## src/rtl/friscv_mc_core_if.sv

```systemverilog
// Unified instruction/data memory port of the multi-cycle FRiscV core.
// The core drives the request side; the SRAM answers with rdata/ready.
interface friscv_mc_core_if #(
   parameter int ARCH = 32
);
   logic            mem_req_out;
   logic            mem_we_out;
   logic [ARCH-1:0] mem_addr_out;
   logic [ARCH-1:0] mem_wdata_out;
   logic [ARCH-1:0] mem_rdata_in;
   logic            mem_ready_in;

   modport master (
      output mem_req_out, mem_we_out, mem_addr_out, mem_wdata_out,
      input  mem_rdata_in, mem_ready_in
   );

   modport slave (
      input  mem_req_out, mem_we_out, mem_addr_out, mem_wdata_out,
      output mem_rdata_in, mem_ready_in
   );
endinterface

```

## src/rtl/friscv_mc_core.sv

```systemverilog
// Multi-cycle FRiscV core: FSM-sequenced datapath, one shared memory port.
// Optional retired-instruction counter enabled by FRISCV_PERF_CNT_EN.
module friscv_mc_core #(
   parameter int              ARCH          = 32,
   parameter int              REGFILE_DEPTH = 32,
   parameter logic [ARCH-1:0] RESET_VECTOR  = '0
) (
   input  logic                clk,
   input  logic                rst,
   friscv_mc_core_if.master    mem,
   output logic                illegal_out,
   output logic [31:0]         instret_out
);
   localparam int IW = $clog2(REGFILE_DEPTH);

   typedef enum logic [2:0] {
      S_FETCH, S_DECODE, S_EXEC, S_MEM, S_WB, S_HALT
   } state_t;

   state_t          r_state;
   state_t          w_next;
   logic [ARCH-1:0] r_pc;
   logic [ARCH-1:0] r_pc_old;
   logic [ARCH-1:0] r_a;
   logic [ARCH-1:0] r_b;
   logic [ARCH-1:0] r_imm;
   logic [ARCH-1:0] r_alu;
   logic [ARCH-1:0] r_mdr;
   logic [31:0]     r_ir;
   logic            r_illegal;
   logic [ARCH-1:0] r_rf [REGFILE_DEPTH];

   logic [6:0]      w_op;
   logic [2:0]      w_f3;
   logic [6:0]      w_f7;
   logic [4:0]      w_rd;
   logic [4:0]      w_rs1;
   logic [4:0]      w_rs2;
   logic            w_is_lw;
   logic            w_is_sw;
   logic            w_is_addi;
   logic            w_is_r;
   logic            w_is_beq;
   logic            w_is_jal;
   logic            w_bad_idx;
   logic            w_legal;
   logic [ARCH-1:0] w_imm;
   logic [ARCH-1:0] w_addr;
   logic [ARCH-1:0] w_alu_res;
   logic [ARCH-1:0] w_slt;

   assign w_op  = r_ir[6:0];
   assign w_f3  = r_ir[14:12];
   assign w_f7  = r_ir[31:25];
   assign w_rd  = r_ir[11:7];
   assign w_rs1 = r_ir[19:15];
   assign w_rs2 = r_ir[24:20];

   assign w_is_lw   = (w_op == 7'h03) && (w_f3 == 3'b010);
   assign w_is_sw   = (w_op == 7'h23) && (w_f3 == 3'b010);
   assign w_is_addi = (w_op == 7'h13) && (w_f3 == 3'b000);
   assign w_is_beq  = (w_op == 7'h63) && (w_f3 == 3'b000);
   assign w_is_jal  = (w_op == 7'h6f);
   assign w_is_r    = (w_op == 7'h33) &&
                      (((w_f7 == 7'h00) && ((w_f3 == 3'b000) ||
                        (w_f3 == 3'b111) || (w_f3 == 3'b110) ||
                        (w_f3 == 3'b010))) ||
                       ((w_f7 == 7'h20) && (w_f3 == 3'b000)));

   assign w_legal = w_is_lw | w_is_sw | w_is_addi |
                    w_is_r | w_is_beq | w_is_jal;

   // Only the register fields an instruction actually uses are range-checked
   assign w_bad_idx =
      ((w_is_lw | w_is_sw | w_is_addi | w_is_r | w_is_beq) &&
       (32'(w_rs1) >= REGFILE_DEPTH)) ||
      ((w_is_sw | w_is_r | w_is_beq) &&
       (32'(w_rs2) >= REGFILE_DEPTH)) ||
      ((w_is_lw | w_is_addi | w_is_r | w_is_jal) &&
       (32'(w_rd) >= REGFILE_DEPTH));

   always_comb begin
      w_imm = {{(ARCH-12){r_ir[31]}}, r_ir[31:20]};
      if (w_is_sw)
         w_imm = {{(ARCH-12){r_ir[31]}}, r_ir[31:25], r_ir[11:7]};
      else if (w_is_beq)
         w_imm = {{(ARCH-13){r_ir[31]}}, r_ir[31], r_ir[7],
                  r_ir[30:25], r_ir[11:8], 1'b0};
      else if (w_is_jal)
         w_imm = {{(ARCH-21){r_ir[31]}}, r_ir[31], r_ir[19:12],
                  r_ir[20], r_ir[30:21], 1'b0};
   end

   assign w_addr = r_a + r_imm;
   assign w_slt  = {{(ARCH-1){1'b0}}, ($signed(r_a) < $signed(r_b))};

   always_comb begin
      w_alu_res = r_a + r_imm;
      if (w_is_r) begin
         case (w_f3)
            3'b000:  w_alu_res = w_f7[5] ? (r_a - r_b) : (r_a + r_b);
            3'b111:  w_alu_res = r_a & r_b;
            3'b110:  w_alu_res = r_a | r_b;
            default: w_alu_res = w_slt;
         endcase
      end
   end

   always_comb begin
      w_next = r_state;
      case (r_state)
         S_FETCH:  if (mem.mem_ready_in) w_next = S_DECODE;
         S_DECODE: w_next = (w_legal && !w_bad_idx) ? S_EXEC : S_HALT;
         S_EXEC: begin
            if (w_is_lw || w_is_sw)
               w_next = (w_addr[1:0] != 2'b00) ? S_HALT : S_MEM;
            else if (w_is_beq)
               w_next = S_FETCH;
            else
               w_next = S_WB;
         end
         S_MEM:    if (mem.mem_ready_in)
                      w_next = w_is_sw ? S_FETCH : S_WB;
         S_WB:     w_next = S_FETCH;
         default:  w_next = S_HALT;
      endcase
   end

   // Bus outputs are forced idle while rst is high, even mid-handshake
   assign mem.mem_req_out   = !rst && ((r_state == S_FETCH) ||
                                       (r_state == S_MEM));
   assign mem.mem_we_out    = !rst && (r_state == S_MEM) && w_is_sw;
   assign mem.mem_addr_out  = rst ? '0 :
                              (r_state == S_FETCH) ? r_pc :
                              (r_state == S_MEM)   ? r_alu : '0;
   assign mem.mem_wdata_out = mem.mem_we_out ? r_b : '0;
   assign illegal_out       = r_illegal;

   always_ff @(posedge clk) begin
      if (rst) begin
         r_state   <= S_FETCH;
         r_pc      <= RESET_VECTOR;
         r_pc_old  <= '0;
         r_ir      <= '0;
         r_a       <= '0;
         r_b       <= '0;
         r_imm     <= '0;
         r_alu     <= '0;
         r_mdr     <= '0;
         r_illegal <= 1'b0;
         for (int i = 0; i < REGFILE_DEPTH; i++) r_rf[i] <= '0;
      end else begin
         r_state <= w_next;
         if (w_next == S_HALT) r_illegal <= 1'b1;
         case (r_state)
            S_FETCH: if (mem.mem_ready_in) begin
               r_ir     <= mem.mem_rdata_in[31:0];
               r_pc_old <= r_pc;
               r_pc     <= r_pc + ARCH'(4);
            end
            S_DECODE: begin
               r_a   <= r_rf[w_rs1[IW-1:0]];
               r_b   <= r_rf[w_rs2[IW-1:0]];
               r_imm <= w_imm;
            end
            S_EXEC: begin
               if (w_is_beq) begin
                  if (r_a == r_b) r_pc <= r_pc_old + r_imm;
               end else if (w_is_jal) begin
                  r_alu <= r_pc_old + ARCH'(4);
                  r_pc  <= r_pc_old + r_imm;
               end else if (w_is_lw || w_is_sw) begin
                  r_alu <= w_addr;
               end else begin
                  r_alu <= w_alu_res;
               end
            end
            S_MEM: if (mem.mem_ready_in) r_mdr <= mem.mem_rdata_in;
            S_WB: if (w_rd != 5'd0)
               r_rf[w_rd[IW-1:0]] <= w_is_lw ? r_mdr : r_alu;
            default: ;
         endcase
      end
   end

`ifdef FRISCV_PERF_CNT_EN
   logic [31:0] r_instret;
   logic        w_retire;

   assign w_retire = (w_next == S_FETCH) &&
                     ((r_state == S_EXEC) || (r_state == S_MEM) ||
                      (r_state == S_WB));

   always_ff @(posedge clk) begin
      if (rst)           r_instret <= '0;
      else if (w_retire) r_instret <= r_instret + 32'd1;
   end

   assign instret_out = r_instret;
`else
   assign instret_out = '0;
`endif
endmodule
```

## src/flat_wrapper.sv

```systemverilog
// flat-port wrapper written by rule: the top's interface ports become plain ports
module friscv_mc_core_flat 
#(
   parameter int              ARCH          = 32,
   parameter int              REGFILE_DEPTH = 32,
   parameter logic [ARCH-1:0] RESET_VECTOR  = '0
)
  (clk, rst, illegal_out, instret_out, mem_mem_req_out, mem_mem_we_out, mem_mem_addr_out, mem_mem_wdata_out, mem_mem_rdata_in, mem_mem_ready_in);
  friscv_mc_core_if #(.ARCH(ARCH)) mem_i ();
  input  logic clk;
  input  logic rst;
  output logic illegal_out;
  output logic [31:0] instret_out;
  output wire logic [$bits(mem_i.mem_req_out)-1:0] mem_mem_req_out;
  output wire logic [$bits(mem_i.mem_we_out)-1:0] mem_mem_we_out;
  output wire logic [$bits(mem_i.mem_addr_out)-1:0] mem_mem_addr_out;
  output wire logic [$bits(mem_i.mem_wdata_out)-1:0] mem_mem_wdata_out;
  input wire logic [$bits(mem_i.mem_rdata_in)-1:0] mem_mem_rdata_in;
  input wire logic [$bits(mem_i.mem_ready_in)-1:0] mem_mem_ready_in;
  assign mem_mem_req_out = mem_i.mem_req_out;
  assign mem_mem_we_out = mem_i.mem_we_out;
  assign mem_mem_addr_out = mem_i.mem_addr_out;
  assign mem_mem_wdata_out = mem_i.mem_wdata_out;
  assign mem_i.mem_rdata_in = mem_mem_rdata_in;
  assign mem_i.mem_ready_in = mem_mem_ready_in;
  friscv_mc_core #(.ARCH(ARCH), .REGFILE_DEPTH(REGFILE_DEPTH), .RESET_VECTOR(RESET_VECTOR)) u_core (.clk(clk), .rst(rst), .mem(mem_i), .illegal_out(illegal_out), .instret_out(instret_out));
endmodule
```

## config.mk

```make
export PLATFORM = sky130hd
export DESIGN_NAME = friscv_mc_core_flat
export DESIGN_NICKNAME = d
export VERILOG_FILES = /design/src/rtl/friscv_mc_core_if.sv /design/src/rtl/friscv_mc_core.sv /design/src/flat_wrapper.sv
export SDC_FILE = /design/constraint.sdc
export NUM_CORES = 2
export LEC_CHECK = 0
export CORE_ASPECT_RATIO = 0.9
export CORE_MARGIN = 5
export CORE_UTILIZATION = 59
export CTS_BUF_LIST = sky130_fd_sc_hd__clkbuf_16
export CTS_CLUSTER_DIAMETER = 50
export DETAILED_ROUTE_END_ITERATION = 10
export DONT_BUFFER_PORTS = 1
export PLACE_DENSITY = 0.79
export SETUP_SLACK_MARGIN = 0.2
export SYNTH_ARGS = -nofsm -noshare
export SYNTH_HDL_FRONTEND = slang
export SYNTH_SLANG_ARGS = --single-unit
```

## constraint.sdc

```tcl
create_clock -name clk -period 3.3 [get_ports clk]
set_clock_uncertainty 0.05 [all_clocks]
set_input_delay 0.495 -clock clk [delete_from_list [all_inputs] [get_ports clk]]
set_output_delay 0.495 -clock clk [all_outputs]
set_load 0.05 [all_outputs]
```

# Word-level counts from Yosys, hierarchy flattened
# Memory sizes are Yosys's and may differ from the RTL's. A register that Yosys moved wholly into a read port is not among the register bits.
# Index checks and enable logic that the tools add are counted.
[totals]
register_bits = 185
ram_bits = 1024
input_bits = 35
out_inout_bits = 99
wordCells = 106
memories = 1
[op_classes]
n_addsub = 6
n_lt_le_gt_ge = 1
n_eq_ne = 19
muxes = 35
n_bitwise = 8
reduce_logical = 28
[mem_list]
columns = ["name", "depth", "width", "read_ports", "rd_ports_with_merged_regs", "wr", "line_no", "rtl"]
rows = [
  ["u_core.r_rf", 32, 32, 2, 2, 32, "friscv_mc_core.sv:31", "logic [ARCH-1:0] r_rf [REGFILE_DEPTH];"],
]
[ops]
columns = ["op", "n"]
rows = [
  ["$mux W32", 14],
  ["$add A32 B32 Y32", 3],
  ["$pmux W32 S3", 1],
  ["$add A32 B3 Y32 const B", 2],
  ["$pmux W32 S2", 1],
  ["$mux W20", 3],
  ["$and A32 B32 Y32", 1],
  ["$eq A32 B32 Y1", 1],
  ["$lt A32 B32 Y1", 1],
  ["$or A32 B32 Y32", 1],
  ["$reduce_or A32 Y1", 1],
  ["$sub A32 B32 Y32", 1],
  ["$eq A7 B6 Y1 const B", 3],
  ["$mux W3", 7],
  ["$pmux W3 S5", 1],
  ["$eq A7 B7 Y1 const B", 2],
  ["$eq A3 B3 Y1 const B", 4],
  ["$logic_and A1 B1 Y1", 10],
  ["$eq A3 B2 Y1 const B", 3],
  ["$eq A7 B2 Y1 const B", 1],
  ["$eq A7 B5 Y1 const B", 1],
  ["$logic_not A7 Y1", 1],
  ["$mux W1", 7],
  ["$logic_not A3 Y1", 2],
  ["other kinds (13)", 25],
]

# Logic depth before layout (Yosys ltp)
[logic_depth]
depth_word = 13
depth_mapped = 14
mapped_depth_nobuf = 14

# Worst setup path before layout
# OpenSTA, ideal clock, no wires.
[synth_timing]
path_type = "register to register"
startpoint = "register u_core.r_a[1] (read register of u_core.r_rf)"
endpoint = "register u_core.r_alu[25]"
arrival_ns = 3.104
t_required_ns = 3.184
slack_ns = 0.079
path_stages_with_launch = 13
path_buffers = 0
period_less_slack_ns = 3.221
cell_sequence = "dfxtp_1 > inv_1 > ha_1 > or3_1 > a31o_2 > a31oi_4 > nor2_2 > a22oi_2 > o221ai_2 > a2111o_1 > a41o_1 > mux2_4 > a21oi_2"
[synth_between]
elab_chain_len = 6
[synth_lines]
columns = ["item", "line_no", "rtl"]
rows = [
  ["start: declaration", "friscv_mc_core.sv:24", "logic [ARCH-1:0] r_a;"],
  ["$add A32 B32 Y32 or $sub A32 B32 Y32 (tied branches)", "friscv_mc_core.sv:101", "3'b000: w_alu_res = w_f7[5] ? (r_a - r_b) : (r_a + r_b);"],
  ["$mux W32", "friscv_mc_core.sv:101", ""],
  ["$pmux W32 S3", "friscv_mc_core.sv:100", "case (w_f3)"],
  ["$mux W32", "friscv_mc_core.sv:99", "if (w_is_r) begin"],
  ["$mux W32 (*)", "friscv_mc_core.sv:172", "end else if (w_is_lw || w_is_sw) begin"],
  ["$mux W32 (*)", "friscv_mc_core.sv:169", "end else if (w_is_jal) begin"],
  ["end signal: assignment", "friscv_mc_core.sv:170", "r_alu <= r_pc_old + ARCH'(4);"],
  ["end signal: assignment", "friscv_mc_core.sv:173", "r_alu <= w_addr;"],
  ["end signal: assignment", "friscv_mc_core.sv:175", "r_alu <= w_alu_res;"],
  ["end: declaration", "friscv_mc_core.sv:27", "logic [ARCH-1:0] r_alu;"],
]
# Every way passes the cells marked *; elsewhere a longest branch is shown, timed or not.
# A chain may end at the register's enable or synchronous reset.

# Worst setup path after layout
[layout_timing]
startpoint = "register u_core.r_ir[2]"
endpoint = "output port mem_mem_wdata_out[16]"
[layout_between]
elab_chain_len = 4
[layout_lines]
columns = ["item", "line_no", "rtl"]
rows = [
  ["start: declaration", "friscv_mc_core.sv:29", "logic [31:0] r_ir;"],
  ["start signal: assignment", "friscv_mc_core.sv:157", "r_ir <= mem.mem_rdata_in[31:0];"],
  ["$eq A7 B6 Y1", "friscv_mc_core.sv:60", "assign w_is_sw = (w_op == 7'h23) && (w_f3 == 3'b010);"],
  ["$logic_and A1 B1 Y1", "friscv_mc_core.sv:60", ""],
  ["$logic_and A1 B1 Y1", "friscv_mc_core.sv:132", "assign mem.mem_we_out = !rst && (r_state == S_MEM) && w_is_sw;"],
  ["$mux W32", "friscv_mc_core.sv:136", "assign mem.mem_wdata_out = mem.mem_we_out ? r_b : '0;"],
  ["end: declaration", "flat_wrapper.sv:17", "output wire logic [$bits(mem_i.mem_wdata_out)-1:0] mem_mem_wdata_out;"],
]
# No other way between the ends.

==> metrics.md <==
| Metric | Value |
|---|---|
| Max-slew violations | `0` |
| First-pass GRT wire length | `395 mm` |
| Cells after Synth | `5801` |
| Total grt overflow | `0` |
| Number of distinct library cells after synthesis | `92` |
| Worst EP required | `2.75 ns` |
| GRT Overall Usage | `0.432` |
| # H-tree levels | `4` |
| Post-Syn Area per Cell | `12.2 sq um` |
| Initial Utilization | `0.593` |
| Fraction of layout cells with a size suffix above 1 | `0.311` |
| Worst Path Class, Setup | `reg2out` |
| Number of global-route vias before repair | `57464` |
| Violated checks | `negative setup slack` |
| Port bufs | `0` |
| CTS tree | `done` |
| Gpl congestion | `1.01` |
| Final setup margin | `-0.127 ns` |
| Largest net degree at the start of global routing | `137` |
| Layout Nets | `6413` |
| Rows | `120` |
| Setup TNS | `-0.897 ns` |
| Final antenna-violating net count | `0` |
| Final Setup Violations | `14` |
| Final hold violation count | `0` |
| DR DRC count | `0` |
| Vias per cell | `7.36` |
| Asr flop ratio synth | `0` |
| Flops & latches, synth | `1273` |
| Ys flop type | `edfxtp_1` |
| Initial antenna violation count | `3` |
| Yosys top cell by area | `edfxtp_1` |
| Via count | `58290` |
| Clk sinks | `1273` |
| Total CTS buffers | `145` |
| CP Capture Type | `output pin` |
| LEAKAGE | `29.9 nW` |
| DRT iter0 DRCs | `10880` |
| Die Area | `127000 sq um` |
| Fillers | `7372` |
| Sequential cell area fraction in the yosys report | `0.507` |
| Cell Area, Synth | `70500 sq um` |
| Io pins | `134` |
| CP Launch Type | `register` |
| Hold Path Class | `in2reg` |
| Routed wire length per instance | `35.2 um` |
| Ys Warns | `0` |
| Horiz. Die Dim | `374 um` |
| Max FO, Critical Path | `4` |
| Total Wirelength | `279 mm` |
| Synth top area cells | `edfxtp_1 44%, mux4_2 20%, dfxtp_1 7.1%` |
| Pre-Repair DR Iteration Count | `10` |
| Placed cell areas | `76700 sq um` |
| Clk pin slew, worst setup/hold paths | `0.06 ns` |
| VDD IR max | `0.000661 V` |
| Clk_lat worst skew | `0.84 ns` |
| Core area | `119000 sq um` |
| Layout area overhead | `22.2%` |
| Max cap viols | `0` |
| Status | `complete, but fails checks` |
| Peak Freq | `292 MHz` |
| Pwr dens | `487 nW/um^2` |
| Synth top area share | `0.436` |
| Worst Tran Pin Value | `1.03 ns` |
| Root Driver | `clkbuf_16` |
| Max-slew headroom | `0.313` |
| Post-route cell area | `86100 sq um` |
| DIE HEIGHT | `338 um` |
| Post-DP HPWL | `172 mm` |
| EDFF count, synth | `1024` |
| Worst Path Arrival | `2.88 ns` |
| Area of the multi-input gates | `35100 sq um` |
| Period Utilization, post-route | `1.04` |
| Reg area | `35800 sq um` |
| Clock buffer depth | `3` |
| Unrepaired setup endpoints after global routing | `true` |
| Tmin final | `3.43 ns` |
[area by class of cell]
type	count	share of cell area
antenna	4	0.000116
clock buffer	146	0.0424
clock inverter	117	0.0137
inverter	127	0.00558
multi-input combinational	3913	0.408
sequential	1273	0.416
tap	1586	0.0230
timing repair buffer	754	0.0915
[worst max-delay path, cell delays in order (launching register included)]
cell,delay (ns)
dfxtp_4,0.35
nor4bb_4,0.33
and2_4,0.24
and4b_2,0.27
nand2_4,0.09
buf_12,0.15
buf_16,0.14
nor3_4,0.29
buf_6,0.21
[path summary, 6_finish.rpt]
check        slack (ns)  cells after the start                     to              from
max               -0.13                      8  mem_mem_wdata_out[16]    u_core.r_ir[2]
min                0.12                      3      u_core.r_state[0]  mem_mem_ready_in
min reg2reg        0.47                      2         u_core.r_pc[0]    u_core.r_pc[0]
max reg2reg       -0.09                     13        u_core.r_pc[31]    u_core.r_b[18]
[routing by layer]
layer / global-route usage / up-vias / routed length (um)
met5: 0 / - / 77
met4: 0.293 / 4 / 24500
met3: 0.154 / 1655 / 45800
met2: 0.646 / 5838 / 121000
met1: 0.533 / 28195 / 87300
li1: - / 22598 / -
[cells in the mapped netlist (35+ instances only)]
cell      count
nor2_1     1241
edfxtp_1   1024
mux4_2      640
clkbuf_1    442
nand2_1     401
a21oi_1     313
dfxtp_1     249
ha_1        160
o21ai_0     136
inv_1       121
a211oi_1    109
mux2i_1     103
nor3_1       97
buf_1        65
nand3_1      50
xnor2_1      50
xor2_1       44
a21o_1       39
a22o_1       35
[where the power goes]
part	total, W	switching, W	internal [W]
registers	0.0184	0.000501	0.0179
clock network	0.0165	0.00727	0.00923
logic	0.00703	0.00402	0.00302
[state kept, by name (all words and copies together), names as in the netlist, 3 cells and up]
signal           count
u_core.r_state       3
u_core.r_imm        21
u_core.r_mdr        32
u_core.r_pc_old     32
u_core.r_alu        32
u_core.r_pc         32
u_core.r_b          32
u_core.r_rf       1024
u_core.r_a          32
u_core.r_ir         32
[logic make-up (layout without fill, tap and decap cells)]
group / count (synthesis) / in the layout / share of synthesized area
AOI/OAI and AO/OA: 893 / 893 / 0.0808
xor gates and xnor gates: 94 / 94 / 0.0117
adders and majority gates: 164 / 164 / 0.0295
buffers and inverters: 678 / 1144 / 0.0381
DFF: 1273 / 1273 / 0.507
muxes: 748 / 748 / 0.220
other: 1 / 68 / 0.0000532
and+or+nand+nor: 1950 / 1950 / 0.113
[metrics by stage]
stage / worst slack [ns] / utilization / instances / power [W] / hold WS (ns)
CTS: -0.0172 / 0.710 / 7870 / 0.0412 / 0.0212
global route: -0.204 / 0.724 / 7917 / 0.0428 / 0.0719
floorplan: 0.197 / - / 5864 / 0.0221 / 0.386
detailed placement: -0.317 / 0.645 / 7439 / 0.0246 / 0.419
global placement: -0.280 / 0.645 / 7439 / 0.0245 / 0.411
finish: -0.127 / 0.724 / 7920 / 0.0419 / 0.121
[timing repair]
item,CTS,global route
buffers inserted,39,41
endpoints found under the hold margin,244,0
gates resized for setup,292,261
setup endpoints to repair,113,127
pin swaps,96,109
cloned,5,5
hold buffers,124,0
[cell usage in the layout, fill, tap and decap left out, types with 48 or more instances in the layout]
| master | Yosys | layout |
|---|---|---|
| nand3_1 | 50 | 48 |
| conb_1 | 1 | 64 |
| mux4_2 | 640 | 640 |
| nor2_1 | 1241 | 1225 |
| nand2_2 | 1 | 69 |
| ha_1 | 160 | 133 |
| nor3_1 | 97 | 52 |
| buf_4 | 33 | 425 |
| dlygate4sd3_1 | 0 | 123 |
| nand2_1 | 401 | 329 |
| inv_1 | 121 | 137 |
| a21oi_1 | 313 | 278 |
| buf_12 | 0 | 112 |
| edfxtp_1 | 1024 | 1024 |
| a211oi_1 | 109 | 88 |
| clkbuf_16 | 0 | 148 |
| o21ai_0 | 136 | 116 |
| dfxtp_1 | 249 | 206 |
| buf_6 | 1 | 80 |
| mux2i_1 | 103 | 71 |
Power figures use the tool's default switching activity.
